[src/rtl/mem_bus_if.sv]
// Unified memory bus between the memory access unit (master) and memory (slave).
// One registered request held until a single-cycle acknowledge.
interface mem_bus_if #(
    parameter int unsigned XLEN = 32
) ();
    logic            mem_req;
    logic            mem_we;
    logic [XLEN-1:0] mem_addr;
    logic [XLEN-1:0] mem_wdata;
    logic [XLEN-1:0] mem_rdata;
    logic            mem_ack;

    modport master (
        output mem_req, mem_we, mem_addr, mem_wdata,
        input  mem_rdata, mem_ack
    );

    modport slave (
        input  mem_req, mem_we, mem_addr, mem_wdata,
        output mem_rdata, mem_ack
    );
endinterface

[src/rtl/mem_access_unit.sv]
// Memory-side stage of the multicycle RV32 core: converts FSM memory strobes into
// req/ack bus transactions, owns IR/OldPC/Data registers and stalls the FSM meanwhile.
module mem_access_unit #(
    parameter int unsigned     XLEN      = 32,
    parameter int unsigned     TO_CYCLES = 255,
    parameter logic [XLEN-1:0] NOP_INSTR = XLEN'(32'h0000_0013)
) (
    input  logic            clk,
    input  logic            rst,
    input  logic            we_ir,
    input  logic            sel_mem_addr,
    input  logic            we_mem,
    input  logic [XLEN-1:0] pc,
    input  logic [XLEN-1:0] alu_out,
    input  logic [XLEN-1:0] wdata,
    output logic            stall,
    output logic [XLEN-1:0] instr,
    output logic [XLEN-1:0] old_pc,
    output logic [XLEN-1:0] data_reg,
    output logic            bus_err,
    mem_bus_if.master       bus
);
    localparam int unsigned CNT_W = 8;

    typedef enum logic [1:0] {IDLE, BUSY, DONE} state_t;

    state_t            state, state_d;
    logic [CNT_W-1:0]  cnt, cnt_d;
    logic              req_d, we_d, err_d;
    logic [XLEN-1:0]   addr_d, wdata_d, instr_d, old_pc_d, data_d;
    logic              acc, fetch, load, fault;
    logic [XLEN-1:0]   addr;

    // Access decode from the FSM strobes
    always_comb begin
        acc   = we_ir | sel_mem_addr | we_mem;
        addr  = sel_mem_addr ? alu_out : pc;
        fetch = we_ir;
        load  = sel_mem_addr & ~we_mem;
        stall = acc & (state != DONE);
    end

    // Next-state and register update logic
    always_comb begin
        state_d  = state;
        cnt_d    = cnt;
        req_d    = bus.mem_req;
        we_d     = bus.mem_we;
        addr_d   = bus.mem_addr;
        wdata_d  = bus.mem_wdata;
        instr_d  = instr;
        old_pc_d = old_pc;
        data_d   = data_reg;
        err_d    = bus_err;
        fault    = 1'b0;

        case (state)
            IDLE: begin
                if (acc) begin
                    if (addr[1:0] == 2'b00) begin
                        req_d   = 1'b1;
                        we_d    = we_mem;
                        addr_d  = addr;
                        wdata_d = wdata;
                        state_d = BUSY;
                    end else begin
                        err_d   = 1'b1;
                        fault   = 1'b1;
                        state_d = DONE;
                    end
                end
            end
            BUSY: begin
                // An ack in the timeout cycle takes priority over the timeout
                if (bus.mem_ack) begin
                    req_d   = 1'b0;
                    state_d = DONE;
                    if (fetch) begin
                        instr_d  = bus.mem_rdata;
                        old_pc_d = pc;
                    end else if (load) begin
                        data_d = bus.mem_rdata;
                    end
                end else if (cnt == CNT_W'(TO_CYCLES - 1)) begin
                    req_d   = 1'b0;
                    err_d   = 1'b1;
                    fault   = 1'b1;
                    state_d = DONE;
                end else begin
                    cnt_d = cnt + CNT_W'(1);
                end
            end
            DONE: begin
                cnt_d   = '0;
                state_d = IDLE;
            end
            default: state_d = IDLE;
        endcase

        // Faulted fetch executes a NOP; faulted load returns zero; store is dropped
        if (fault) begin
            if (fetch) begin
                instr_d  = NOP_INSTR;
                old_pc_d = pc;
            end else if (load) begin
                data_d = '0;
            end
        end
    end

    always_ff @(posedge clk or posedge rst) begin
        if (rst) begin
            state         <= IDLE;
            cnt           <= '0;
            bus.mem_req   <= 1'b0;
            bus.mem_we    <= 1'b0;
            bus.mem_addr  <= '0;
            bus.mem_wdata <= '0;
            instr         <= NOP_INSTR;
            old_pc        <= '0;
            data_reg      <= '0;
            bus_err       <= 1'b0;
        end else begin
            state         <= state_d;
            cnt           <= cnt_d;
            bus.mem_req   <= req_d;
            bus.mem_we    <= we_d;
            bus.mem_addr  <= addr_d;
            bus.mem_wdata <= wdata_d;
            instr         <= instr_d;
            old_pc        <= old_pc_d;
            data_reg      <= data_d;
            bus_err       <= err_d;
        end
    end
endmodule
[src/flat_wrapper.sv]
// flat-port wrapper written by rule: the top's interface ports become plain ports
module mem_access_unit_flat 
#(
    parameter int unsigned     XLEN      = 32,
    parameter int unsigned     TO_CYCLES = 255,
    parameter logic [XLEN-1:0] NOP_INSTR = XLEN'(32'h0000_0013)
)
  (clk, rst, we_ir, sel_mem_addr, we_mem, pc, alu_out, wdata, stall, instr, old_pc, data_reg, bus_err, bus_mem_req, bus_mem_we, bus_mem_addr, bus_mem_wdata, bus_mem_rdata, bus_mem_ack);
  mem_bus_if #(.XLEN(XLEN)) bus_i ();
  input  logic clk;
  input  logic rst;
  input  logic we_ir;
  input  logic sel_mem_addr;
  input  logic we_mem;
  input  logic [XLEN-1:0] pc;
  input  logic [XLEN-1:0] alu_out;
  input  logic [XLEN-1:0] wdata;
  output logic stall;
  output logic [XLEN-1:0] instr;
  output logic [XLEN-1:0] old_pc;
  output logic [XLEN-1:0] data_reg;
  output logic bus_err;
  output wire logic [$bits(bus_i.mem_req)-1:0] bus_mem_req;
  output wire logic [$bits(bus_i.mem_we)-1:0] bus_mem_we;
  output wire logic [$bits(bus_i.mem_addr)-1:0] bus_mem_addr;
  output wire logic [$bits(bus_i.mem_wdata)-1:0] bus_mem_wdata;
  input wire logic [$bits(bus_i.mem_rdata)-1:0] bus_mem_rdata;
  input wire logic [$bits(bus_i.mem_ack)-1:0] bus_mem_ack;
  assign bus_mem_req = bus_i.mem_req;
  assign bus_mem_we = bus_i.mem_we;
  assign bus_mem_addr = bus_i.mem_addr;
  assign bus_mem_wdata = bus_i.mem_wdata;
  assign bus_i.mem_rdata = bus_mem_rdata;
  assign bus_i.mem_ack = bus_mem_ack;
  mem_access_unit #(.XLEN(XLEN), .TO_CYCLES(TO_CYCLES), .NOP_INSTR(NOP_INSTR)) u_core (.clk(clk), .rst(rst), .we_ir(we_ir), .sel_mem_addr(sel_mem_addr), .we_mem(we_mem), .pc(pc), .alu_out(alu_out), .wdata(wdata), .stall(stall), .instr(instr), .old_pc(old_pc), .data_reg(data_reg), .bus_err(bus_err), .bus(bus_i));
endmodule
[config.mk]
export PLATFORM = sky130hd
export DESIGN_NAME = mem_access_unit_flat
export DESIGN_NICKNAME = d
export VERILOG_FILES = /design/src/rtl/mem_bus_if.sv /design/src/rtl/mem_access_unit.sv /design/src/flat_wrapper.sv
export SDC_FILE = /design/constraint.sdc
export NUM_CORES = 1
export LEC_CHECK = 0
export CAP_MARGIN = 20
export CORE_UTILIZATION = 42
export DETAILED_ROUTE_END_ITERATION = 7
export HOLD_SLACK_MARGIN = 0.1
export MAX_ROUTING_LAYER = met4
export PLACE_DENSITY_LB_ADDON = 0.12
export SLEW_MARGIN = 20
export SYNTH_ARGS = -nofsm -noshare
export SYNTH_HDL_FRONTEND = slang
export SYNTH_SLANG_ARGS = --single-unit
[constraint.sdc]
create_clock -name clk -period 7.1 [get_ports clk]
set_input_delay 1.065 -clock clk [delete_from_list [all_inputs] [get_ports clk]]
set_output_delay 1.065 -clock clk [all_outputs]
set_load 0.05 [all_outputs]
# Word level (Yosys, flattened, before mapping)

Index checks and enable logic that the tools add are counted.

Add/sub/neg operators: 1
Multipliers: 0
Div/mod/pow operators: 0
$lt $le $gt $ge: 0
Equality and inequality tests: 11
Shifts and indexed selects: 0
Muxes and demuxes: 41
Bitwise gates (word level): 5
Reductions and logical operators: 9

Operators by type and width:

| kind                                                   | number |
|---|---|
| 2-to-1 mux 32 bit                                      | 18 |
| 2-to-1 mux 8 bit                                       | 2 |
| case mux 8 bit (2 select lines)                        | 1 |
| 2-to-1 mux 1 bit                                       | 12 |
| adder 8 x 1 -> 8 bit (second input constant)           | 1 |
| == test 8 bit (second input constant)                  | 1 |
| 2-to-1 mux 2 bit                                       | 4 |
| inequality test 2 bit (second input constant)          | 4 |
| inequality test 2 x 1 -> 1 bit (second input constant) | 3 |
| case mux 1 bit (2 select lines)                        | 3 |
| AND reduction 3 bit                                    | 2 |
| AND reduction 5 bit                                    | 1 |
| logical NOT 2 bit                                      | 2 |
| case mux 2 bit (2 select lines)                        | 1 |
| AND reduction 4 bit                                    | 1 |
| nonzero test 2 bit                                     | 2 |
| inequality test 3 x 2 -> 1 bit (second input constant) | 1 |
| bitwise AND 1 bit                                      | 2 |
| == test 2 x 1 -> 1 bit (second input constant)         | 1 |
| == test 2 bit (second input constant)                  | 1 |
| bitwise OR 1 bit                                       | 2 |
| AND reduction 2 bit                                    | 1 |
| inverter 1 bit                                         | 1 |

Register bits: 173
Latch bits: 0
Memory bits (writable): 0
Bits in read-only memories: 0
Output and inout bits: 164
Memories kept: 0

# Depth between registers and ports, before layout

Gate-level depths: netlist (run 1).

Depth in word-level cells: 9
Gate-level depth with buffers: 8

# Worst setup path after synthesis (run 1)

Ideal clock, no wire load.

Kind: input to output
From: input sel_mem_addr
To: output stall
Arrival: 1920 ps
Required time: 6035 ps
Path slack: 4115 ps
Stages: 3
Buffers on the path: 1
Cells stage by stage: buf_4 nor3_1 nor2_1

Cells in the longest elaborated chain, start to end: 3

RTL lines:

| element                        | line                  | source |
|---|---|---|
| from (decl)                    | flat_wrapper.sv:13    | `input logic sel_mem_addr;` |
| bitwise OR 1 bit (2 in series) | mem_access_unit.sv:36 | `acc = we_ir \| sel_mem_addr \| we_mem;` |
| bitwise AND 1 bit              | mem_access_unit.sv:40 | `stall = acc & (state != DONE);` |
| to (decl)                      | flat_wrapper.sv:18    | `output logic stall;` |

Every way passes these cells.

# Worst setup path in the final report (run 1)

From: input we_ir
To: output stall

Cells in the longest elaborated chain, start to end: 3

RTL lines:

| element                        | line                  | source |
|---|---|---|
| from (decl)                    | flat_wrapper.sv:12    | `input logic we_ir;` |
| bitwise OR 1 bit (2 in series) | mem_access_unit.sv:36 |  |
| bitwise AND 1 bit              | mem_access_unit.sv:40 |  |

Every way passes these cells.

==> results of run 1 <==
==> worst max-delay path: stages <==
cell,delay (ns)
clkdlybuf4s50_1,0.65
nor3_1,0.14
nor2_1,0.16
clkdlybuf4s50_1,0.85
==> per-stage QoR <==
stage	hold slack, ns	instance area, µm²
2_1_floorplan	0.4770	6842
3_3_place_gp	0.4622	9997
3_5_place_dp	0.4740	9997
6_report	0.4822	10570
5_1_grt	0.5030	10570
4_1_cts	0.4894	10570
==> power breakdown <==
group	internal, mW	total, mW	switching [mW]
clock	0.520	0.911	0.391
combinational	0.898	2.56	1.66
sequential	1.33	1.53	0.195
==> per-layer routing <==
| layer | routed length [µm] | GRT usage | vias up | share of wire |
|---|---|---|---|---|
| li1 | - | - | 2382 | - |
| met1 | 7672 | 0.2750 | 2572 | 0.39 |
| met2 | 10030 | 0.4036 | 199 | 0.51 |
| met3 | 1416 | 0.08175 | 33 | 0.072 |
| met4 | 501 | 0.09576 | 0 | 0.026 |
| met5 | 0 | - | - | 0 |
==> final timing paths <==
check / startpoint / slack [ns] / depth (start not counted) / endpoint
min in group asynchronous: rst / 1.22 / 2 / u_core.instr[20]
worst max register to register: u_core.state[1] / 4.38 / 5 / flip-flop
worst max-delay path: we_ir / 3.18 / 4 / stall
worst min-delay path: u_core.bus.mem_addr[23] / 0.48 / 2 / u_core.bus.mem_addr[23]
max in group asynchronous: rst / 4.63 / 3 / u_core.bus_err
worst min register to register: u_core.bus.mem_addr[23] / 0.48 / 2 / u_core.bus.mem_addr[23]
==> area by class of cell <==
cell class | instances | area [µm²]
inverter | 4 | 22.52
timing repair buffer | 304 | 3020
tap | 216 | 270.3
fill | 1212 | 5311
sequential | 173 | 4333
multi-input combinational | 283 | 2355
clock buffer | 18 | 429.2
clock inverter | 14 | 143.9
==> cells in the final DEF, fill, tap and decap left out, types with 3 or more instances in the layout <==
cell / count
o22a_1: 3
xnor2_1: 3
mux2_4: 7
clkbuf_16: 17
and2_1: 4
nand4_1: 3
clkinv_2: 6
xor2_1: 3
mux2_2: 56
a22o_1: 61
mux2i_1: 30
dfrtp_1: 170
or3_1: 4
nor2_1: 10
dfstp_2: 3
o21ai_0: 31
buf_4: 7
inv_1: 3
nand2_1: 35
clkdlybuf4s50_1: 296
==> logic make-up after synthesis <==
kind of cell	synth area share
AOI/OAI and AO/OA	0.1213
DFF	0.6333
buffers and inverters	0.02579
and+or+nand+nor	0.05523
xor gates and xnor gates	0.007682
adders and majority gates	0.003657
muxes	0.1531
==> reports/results.tsv, run 1 <==
metric	value	unit
wire length per cell	19.39	µm
Routed Antenna Nets	0	
Via Count	5186	
flops & latches, synth	173	
number of antenna diodes	0	
Ys Warns	0	
Post-synth ARST share	1.000	
Final min period	3.922	ns
CTS Buf Count	17	
Placer Congestion	0.7777	
run status	finished, final reports clean	
Nets	919	
number of remaining DRC errors	0	
fin crit share	0.5524	
CP endpoint kind	output pin	
hold_buf cts	0	
maximum buffer depth of the clock tree	2	
Hold Crit Class	flip-flop to flip-flop	
count of flip-flops with a built-in enable after synthesis	0	
hpwl dp	14220	µm
Placed Cells	980	
Peak VDD IR	0.3800	mV
fmax	255.0	MHz
max-cap viol count	0	
Setup violations, final	0	
Cell Area, Synth	6842	µm²
Area Overhead vs Synth	54.55	%
CTS tree	done	
post-layout util	0.6656	
Final Instance Count excl. Fillers	1012	
top cells by area, synth	dfrtp_1 62%, mux2_2 9.2%, a22o_1 7.8%	
Total Neg Setup Slack	0	ns
final hold vios	0	
register area share after synthesis	0.6333	
Slew headroom	0.4208	
Max Slew Vio Count	0	
number of global-route vias before repair	5558	
Initial Utilization	0.4307	
syn_nets	627	
most frequent cells after synthesis	170 x dfrtp_1, 61 x a22o_1, 56 x mux2_2	
Worst-Skew Late Latency	0.42	ns
num ports	298	
P_leak	4.626	nW
top-area cell type share of the netlist area	0.6218	
post-place setup slack	2.858	ns
Worst Path Required	6.03	ns
drt total wl	19620	µm
Mapped Avg Cell Area	13.93	µm²
layout cells sized above 1	0.1457	
Pwr per Cell Area	472.9	nW/µm²
WS Path Type	primary input to output pin	
Top FF cell, synth	dfrtp_1	
Power Total	5.000	mW
Setup WS post-layout	3.178	ns
Vias/cell	5.125	
worst-path fanout max	8	
Fin Clk Skew	0.009217	ns
grt total ovfl	0	
post_cts resized	0	
largest net degree at the start of global routing	119	
DR pass1 iterations	4	
Die X-Extent	129.6	µm
H-tree levels	4	
core area	15890	µm²
# clock sinks	173	
Slew @ Worst Pin	0.8686	ns
clock-pin slew on the worst setup and hold paths	0.06	ns
RSZ-0062 raised after global routing	false	
first-pass GRT wire length	29670	µm
post-synth top area cell	dfrtp_1	
1st-iter DRT viols	182	
post-CTS setup repair buffer count	0	
die area	16800	µm²
I/O Buffers	297	
initial antenna violation count	0	
Die Y	129.6	µm
Global Route Usage Sum	0.2451	
count of cell types in the netlist	44	
row cnt	46	
Arrival @ worst endpoint	2.86	ns
crit path launch type	primary input	
root buf cell	clkbuf_16	
Post-Syn Instances	491	
most frequent cell after synthesis	dfrtp_1	
Note: power is estimated with default switching activity, not from simulation.
==> run 2: changes to the inputs <==
==> constraint.sdc (replaced) <==
create_clock -name clk -period 3.82 [get_ports clk]
set_input_delay 0.573 -clock clk [delete_from_list [all_inputs] [get_ports clk]]
set_output_delay 0.573 -clock clk [all_outputs]
set_load 0.05 [all_outputs]
==> reports/results.tsv, run 2 (same netlist as run 1, synthesis figures left out) <==
metric	value	unit	change
run status	finished, final reports clean		unchanged
Slew headroom	0.5963		was 0.4208
Sequential Power Share	0.298		was 0.305
Multi-input gate area	2354	µm²	was 2355 µm²
CP dominant cell by count	clkdlybuf4s50_1		unchanged
hold path start	u_core.bus.mem_addr[20]		was u_core.bus.mem_addr[23]
post-CTS setup repair buffer count	0		unchanged
Peak VDD IR	0.6699	mV	was 0.3800 mV
fin crit share	0.7670		
H-tree levels	4		unchanged
Hold Crit Class	flip-flop to flip-flop		unchanged
WS Path Type	primary input to output pin		unchanged
Comb pwr share	0.502		was 0.512
Int Pwr	5.348	mW	was 2.750 mW
Setup WS post-layout	0.8900	ns	was 3.178 ns
Fin Clk Skew	0.008726	ns	was 0.009217 ns
Vias/cell	5.166		was 5.125
fill cell count	1171		was 1212
Routed Antenna Nets	0		unchanged
most frequent cells in the layout	296 x clkdlybuf4s50_1, 170 x dfrtp_1, 61 x a22o_1		unchanged
CTS tree	done		unchanged
post-layout util	0.6760		was 0.6656
num ports	298		unchanged
WHS	0.4780	ns	was 0.4822 ns
post-place setup slack	0.8424	ns	was 2.858 ns
drt total wl	19750	µm	was 19620 µm
Total Neg Setup Slack	0	ns	unchanged
fmax	341.3	MHz	
Power Total	9.541	mW	was 5.000 mW
Worst-Skew Late Latency	0.43	ns	was 0.42 ns
worst path cell trace	clkdlybuf4s50_1 -> nor3_1 -> nor2_1 -> clkdlybuf4s50_1		unchanged
crit path max-delay cell type	clkdlybuf4s50_1		unchanged
first-pass GRT wire length	30130	µm	was 29670 µm
Initial Utilization	0.4307		unchanged
Slew @ Worst Pin	0.6029	ns	was 0.8686 ns
Placement Cell Area	10080	µm²	was 9997 µm²
hpwl dp	13960	µm	was 14220 µm
P_leak	4.692	nW	was 4.626 nW
die area	16800	µm²	unchanged
crit path launch type	primary input		unchanged
largest net degree at the start of global routing	105		was 119
layout cells sized above 1	0.1519		was 0.1457
Reg-to-Reg Start	u_core.cnt[0]		was u_core.state[1]
switching share of power	0.4395		was 0.4500
R2R Setup Slk	1.50	ns	was 4.38 ns
DR pass1 iterations	5		was 4
Via Count	5264		was 5186
I/O Buffers	297		unchanged
Worst Setup SP	we_ir		unchanged
Worst Hold End	u_core.bus.mem_addr[20]		was u_core.bus.mem_addr[23]
Pwr per Cell Area	888.6	nW/µm²	was 472.9 nW/µm²
worst-path fanout max	8		unchanged
Area Overhead vs Synth	56.95	%	was 54.55%
Worst Hold Depth	2		unchanged
Die X-Extent	129.6	µm	unchanged
Sequential Area	4333	µm²	unchanged
Setup violations, final	0		unchanged
final hold vios	0		unchanged
Arrival @ worst endpoint	2.36	ns	was 2.86 ns
root buf cell	clkbuf_16		unchanged
post-route design area	10740	µm²	was 10570 µm²
Final min period	2.930	ns	
post_cts resized	0		unchanged
CTS Buf Count	17		unchanged
core area	15890	µm²	unchanged
# clock sinks	173		unchanged
maximum buffer depth of the clock tree	2		unchanged
number of antenna diodes	0		unchanged
CP endpoint kind	output pin		unchanged
Placer Congestion	0.7751		was 0.7777
number of remaining DRC errors	0		unchanged
Placed Cells	986		was 980
Global Route Usage Sum	0.2485		was 0.2451
Die Y	129.6	µm	unchanged
CP max stage delay	0.84	ns	was 0.85 ns
max-cap viol count	0		unchanged
Psw	4.193	mW	was 2.250 mW
Max Slew Vio Count	0		unchanged
hold_buf cts	0		unchanged
clock network power share	0.200		was 0.182
number of global-route vias before repair	5681		was 5558
Nets	926		was 919
grt total ovfl	0		unchanged
most common cell after layout, fill and taps aside	clkdlybuf4s50_1		unchanged
initial antenna violation count	0		unchanged
row cnt	46		unchanged
1st-iter DRT viols	208		was 182
Worst Path Required	3.25	ns	was 6.03 ns
Final Instance Count excl. Fillers	1019		was 1012
RSZ-0062 raised after global routing	false		unchanged
clock-pin slew on the worst setup and hold paths	0.06	ns	about the same
wire length per cell	19.38	µm	was 19.39 µm
reg2reg path depth	7		was 5
## run 2: cell types whose count changed in the layout (fill, tap and decap cells not counted), sizes merged
| cell | delta |
|---|---|
| buf | +7 |
| clkinv | -6 |
| bufinv | +3 |
| clkinvlp | +3 |
| clkbuf | +1 |
| inv | -1 |
## run 2: power groups by stage
stage | Combinational [mW] | Clock (mW) | Sequential, mW
CTS | 4.83 | 1.96 | 2.84
detailed placement | 4.81 | 0 | 2.85
global route | 4.97 | 2.02 | 2.92
finish | 4.79 | 1.91 | 2.84
global placement | 4.75 | 0 | 2.83
floorplan | 0.844 | 0 | 5.04
## run 2: worst max-delay path, delay by kind of cell
| family | cells | cell delay [ns] |
|---|---|---|
| simple gates | 2 | 0.29 |
| buf+inv | 2 | 1.49 |
## run 2: worst max-delay path by stage
stage	cells past startpoint	endpoint	slack, ns
final	4	stall	0.89
after global routing	4	stall	0.81
after CTS	4	stall	0.90
after detailed placement	5	u_core.bus.mem_wdata[31]	0.84
after global placement	4	stall	0.92
after floorplan	1	async pin	1.04
## run 2: layer usage
metal  GRT usage  up-vias  share of wire
met5           -        -              0
met4      0.1047        0          0.027
met3     0.08794       36          0.082
li1            -     2381              -
met2      0.4061      217           0.51
met1      0.2750     2630           0.38
## run 2: area by class of cell
class,instances,area share
timing repair buffer,311,0.2897
clock buffer,19,0.04125
multi-input combinational,283,0.2192
sequential,173,0.4035
tap,216,0.02517
inverter,4,0.001748
clock inverter,13,0.01946
==> run 3: changes to the inputs <==
--- a/config.mk
+++ b/config.mk
@@ -6,7 +6,7 @@
 export NUM_CORES = 1
 export LEC_CHECK = 0
 export CAP_MARGIN = 20
-export CORE_UTILIZATION = 42
+export CORE_UTILIZATION = 38
 export DETAILED_ROUTE_END_ITERATION = 7
 export HOLD_SLACK_MARGIN = 0.1
 export MAX_ROUTING_LAYER = met4
==> constraint.sdc (replaced) <==
create_clock -name clk -period 2.4 [get_ports clk]
set_input_delay 0.36 -clock clk [delete_from_list [all_inputs] [get_ports clk]]
set_output_delay 0.36 -clock clk [all_outputs]
set_load 0.05 [all_outputs]
==> reports/results.tsv, run 3 (same netlist as run 1, synthesis figures left out) <==
metric	value	unit	change
Global Route Usage Sum	0.2288		was 0.2485
wire length per cell	19.30	µm	was 19.38 µm
Worst Path Required	2.04	ns	was 3.25 ns
Slew @ Worst Pin	0.5869	ns	was 0.6029 ns
number of remaining DRC errors	0		unchanged
R2R Setup Slk	0.39	ns	was 1.50 ns
post_cts resized	0		unchanged
CP bufs+invs	1		was 2
fmax	469.1	MHz	
Final min period	2.132	ns	
H-tree levels	4		unchanged
clock-pin slew on the worst setup and hold paths	0.07	ns	was 0.06 ns
Pwr per Cell Area	1389	nW/µm²	was 888.6 nW/µm²
WHS	0.2683	ns	was 0.4780 ns
Nets	932		was 926
# clock sinks	173		unchanged
Setup violations, final	0		unchanged
CTS Buf Count	17		unchanged
Initial Utilization	0.3928		was 0.4307
worst-path fanout max	2		was 8
RSZ-0062 raised after global routing	false		unchanged
number of antenna diodes	0		unchanged
most common cell after layout, fill and taps aside	clkdlybuf4s50_1		unchanged
number of global-route vias before repair	5642		was 5681
Fin Clk Skew	0.008085	ns	was 0.008726 ns
hold_buf cts	0		unchanged
Final Instance Count excl. Fillers	1033		was 1019
num ports	298		unchanged
root buf cell	clkbuf_16		unchanged
crit path max-delay cell type	clkdlybuf4s50_1		unchanged
post-route design area	10810	µm²	was 10740 µm²
run status	finished, final reports clean		unchanged
Worst-Skew Late Latency	0.42	ns	was 0.43 ns
cell family with most CP delay	buffers and inverters		unchanged
Area Overhead vs Synth	57.99	%	was 56.95%
Multi-input gate area	2354	µm²	unchanged
critical path depth	1		was 4
1st-iter DRT viols	270		was 208
Max Slew Vio Count	0		unchanged
reg2reg path depth	7		unchanged
Placed Cells	1002		was 986
largest net degree at the start of global routing	81		was 105
drt total wl	19930	µm	was 19750 µm
Slew headroom	0.6075		was 0.5963
Routed Antenna Nets	0		unchanged
P_leak	4.735	nW	was 4.692 nW
DR pass1 iterations	4		was 5
WS Path Type	flip-flop to output pin		was primary input to output pin
final hold vios	0		unchanged
crit path launch type	flip-flop		was primary input
fill cell count	1365		was 1171
Hold Crit Class	primary input to async pin		was flip-flop to flip-flop
Total Neg Setup Slack	0	ns	unchanged
Placement Cell Area	10210	µm²	was 10080 µm²
max layer used	met4		unchanged
Peak VDD IR	0.9073	mV	was 0.6699 mV
fin crit share	0.8883		
maximum buffer depth of the clock tree	2		unchanged
I/O Buffers	297		unchanged
worst path cell trace	clkdlybuf4s50_1		was clkdlybuf4s50_1 -> nor3_1 -> nor2_1 -> clkdlybuf4s50_1
metal2 WL	10250	µm	was 10000 µm
M1 WL	7827	µm	was 7592 µm
CP endpoint kind	output pin		unchanged
first-pass GRT wire length	30730	µm	was 30130 µm
post-CTS setup repair buffer count	0		unchanged
grt total ovfl	0		unchanged
initial antenna violation count	0		unchanged
hpwl dp	14550	µm	was 13960 µm
most frequent cells in the layout	295 x clkdlybuf4s50_1, 170 x dfrtp_1, 61 x a22o_1		was 296 x clkdlybuf4s50_1, 170 x dfrtp_1, 61 x a22o_1
max-cap viol count	0		unchanged
Power Total	15.01	mW	was 9.541 mW
Die X-Extent	136.2	µm	was 129.6 µm
Vias/cell	5.069		was 5.166
layout cells sized above 1	0.1597		was 0.1519
die area	18550	µm²	was 16800 µm²
Via Count	5236		was 5264
Sequential Area	4333	µm²	unchanged
core area	17420	µm²	was 15890 µm²
Die Y	136.2	µm	was 129.6 µm
CP max stage delay	0.82	ns	was 0.84 ns
met3 wire len	1374	µm	was 1613 µm
Placer Congestion	0.8184		was 0.7751
Arrival @ worst endpoint	1.77	ns	was 2.36 ns
CTS tree	done		unchanged
row cnt	48		was 46
## run 3: metrics by stage
stage,setup WS (ns),util
3_5_place_dp,0.02657,0.5865
3_3_place_gp,0.08038,0.5865
5_1_grt,0.2193,0.6206
4_1_cts,0.2455,0.6206
6_report,0.2681,0.6206
2_1_floorplan,-0.1682,-
## run 3: final cells by class
class | instances | area share
Multi-Input combinational cell | 283 | 0.2177
Sequential cell | 173 | 0.4009
Inverter | 4 | 0.001736
Clock buffer | 18 | 0.04063
Tap cell | 225 | 0.02604
Timing Repair Buffer | 317 | 0.2986
Clock inverter | 13 | 0.01435
## run 3: path summary, 6_finish.rpt
kind | endpoint | start
worst max-delay path | instr[1] | u_core.instr[1]
worst min-delay path | u_core.bus.mem_we | rst
worst max register to register | flip-flop | u_core.cnt[0]
worst min register to register | u_core.bus.mem_addr[31] | u_core.bus.mem_addr[31]
max in group asynchronous | u_core.instr[13] | rst
min in group clk | u_core.bus.mem_addr[21] | sel_mem_addr
## run 3: power by group
group / switching, mW / total (mW) / internal (mW)
logic: 4.94 / 7.70 / 2.76
registers: 0.579 / 4.52 / 3.94
clock network: 1.21 / 2.79 / 1.58
total: 6.72 / 15.0 / 8.29
## run 3: per-layer routing
| layer | global-route usage | vias up |
|---|---|---|
| met3 | 0.06749 | 36 |
| met1 | 0.2629 | 2613 |
| met4 | 0.08827 | 0 |
| met5 | - | - |
| li1 | - | 2396 |
| met2 | 0.3756 | 191 |
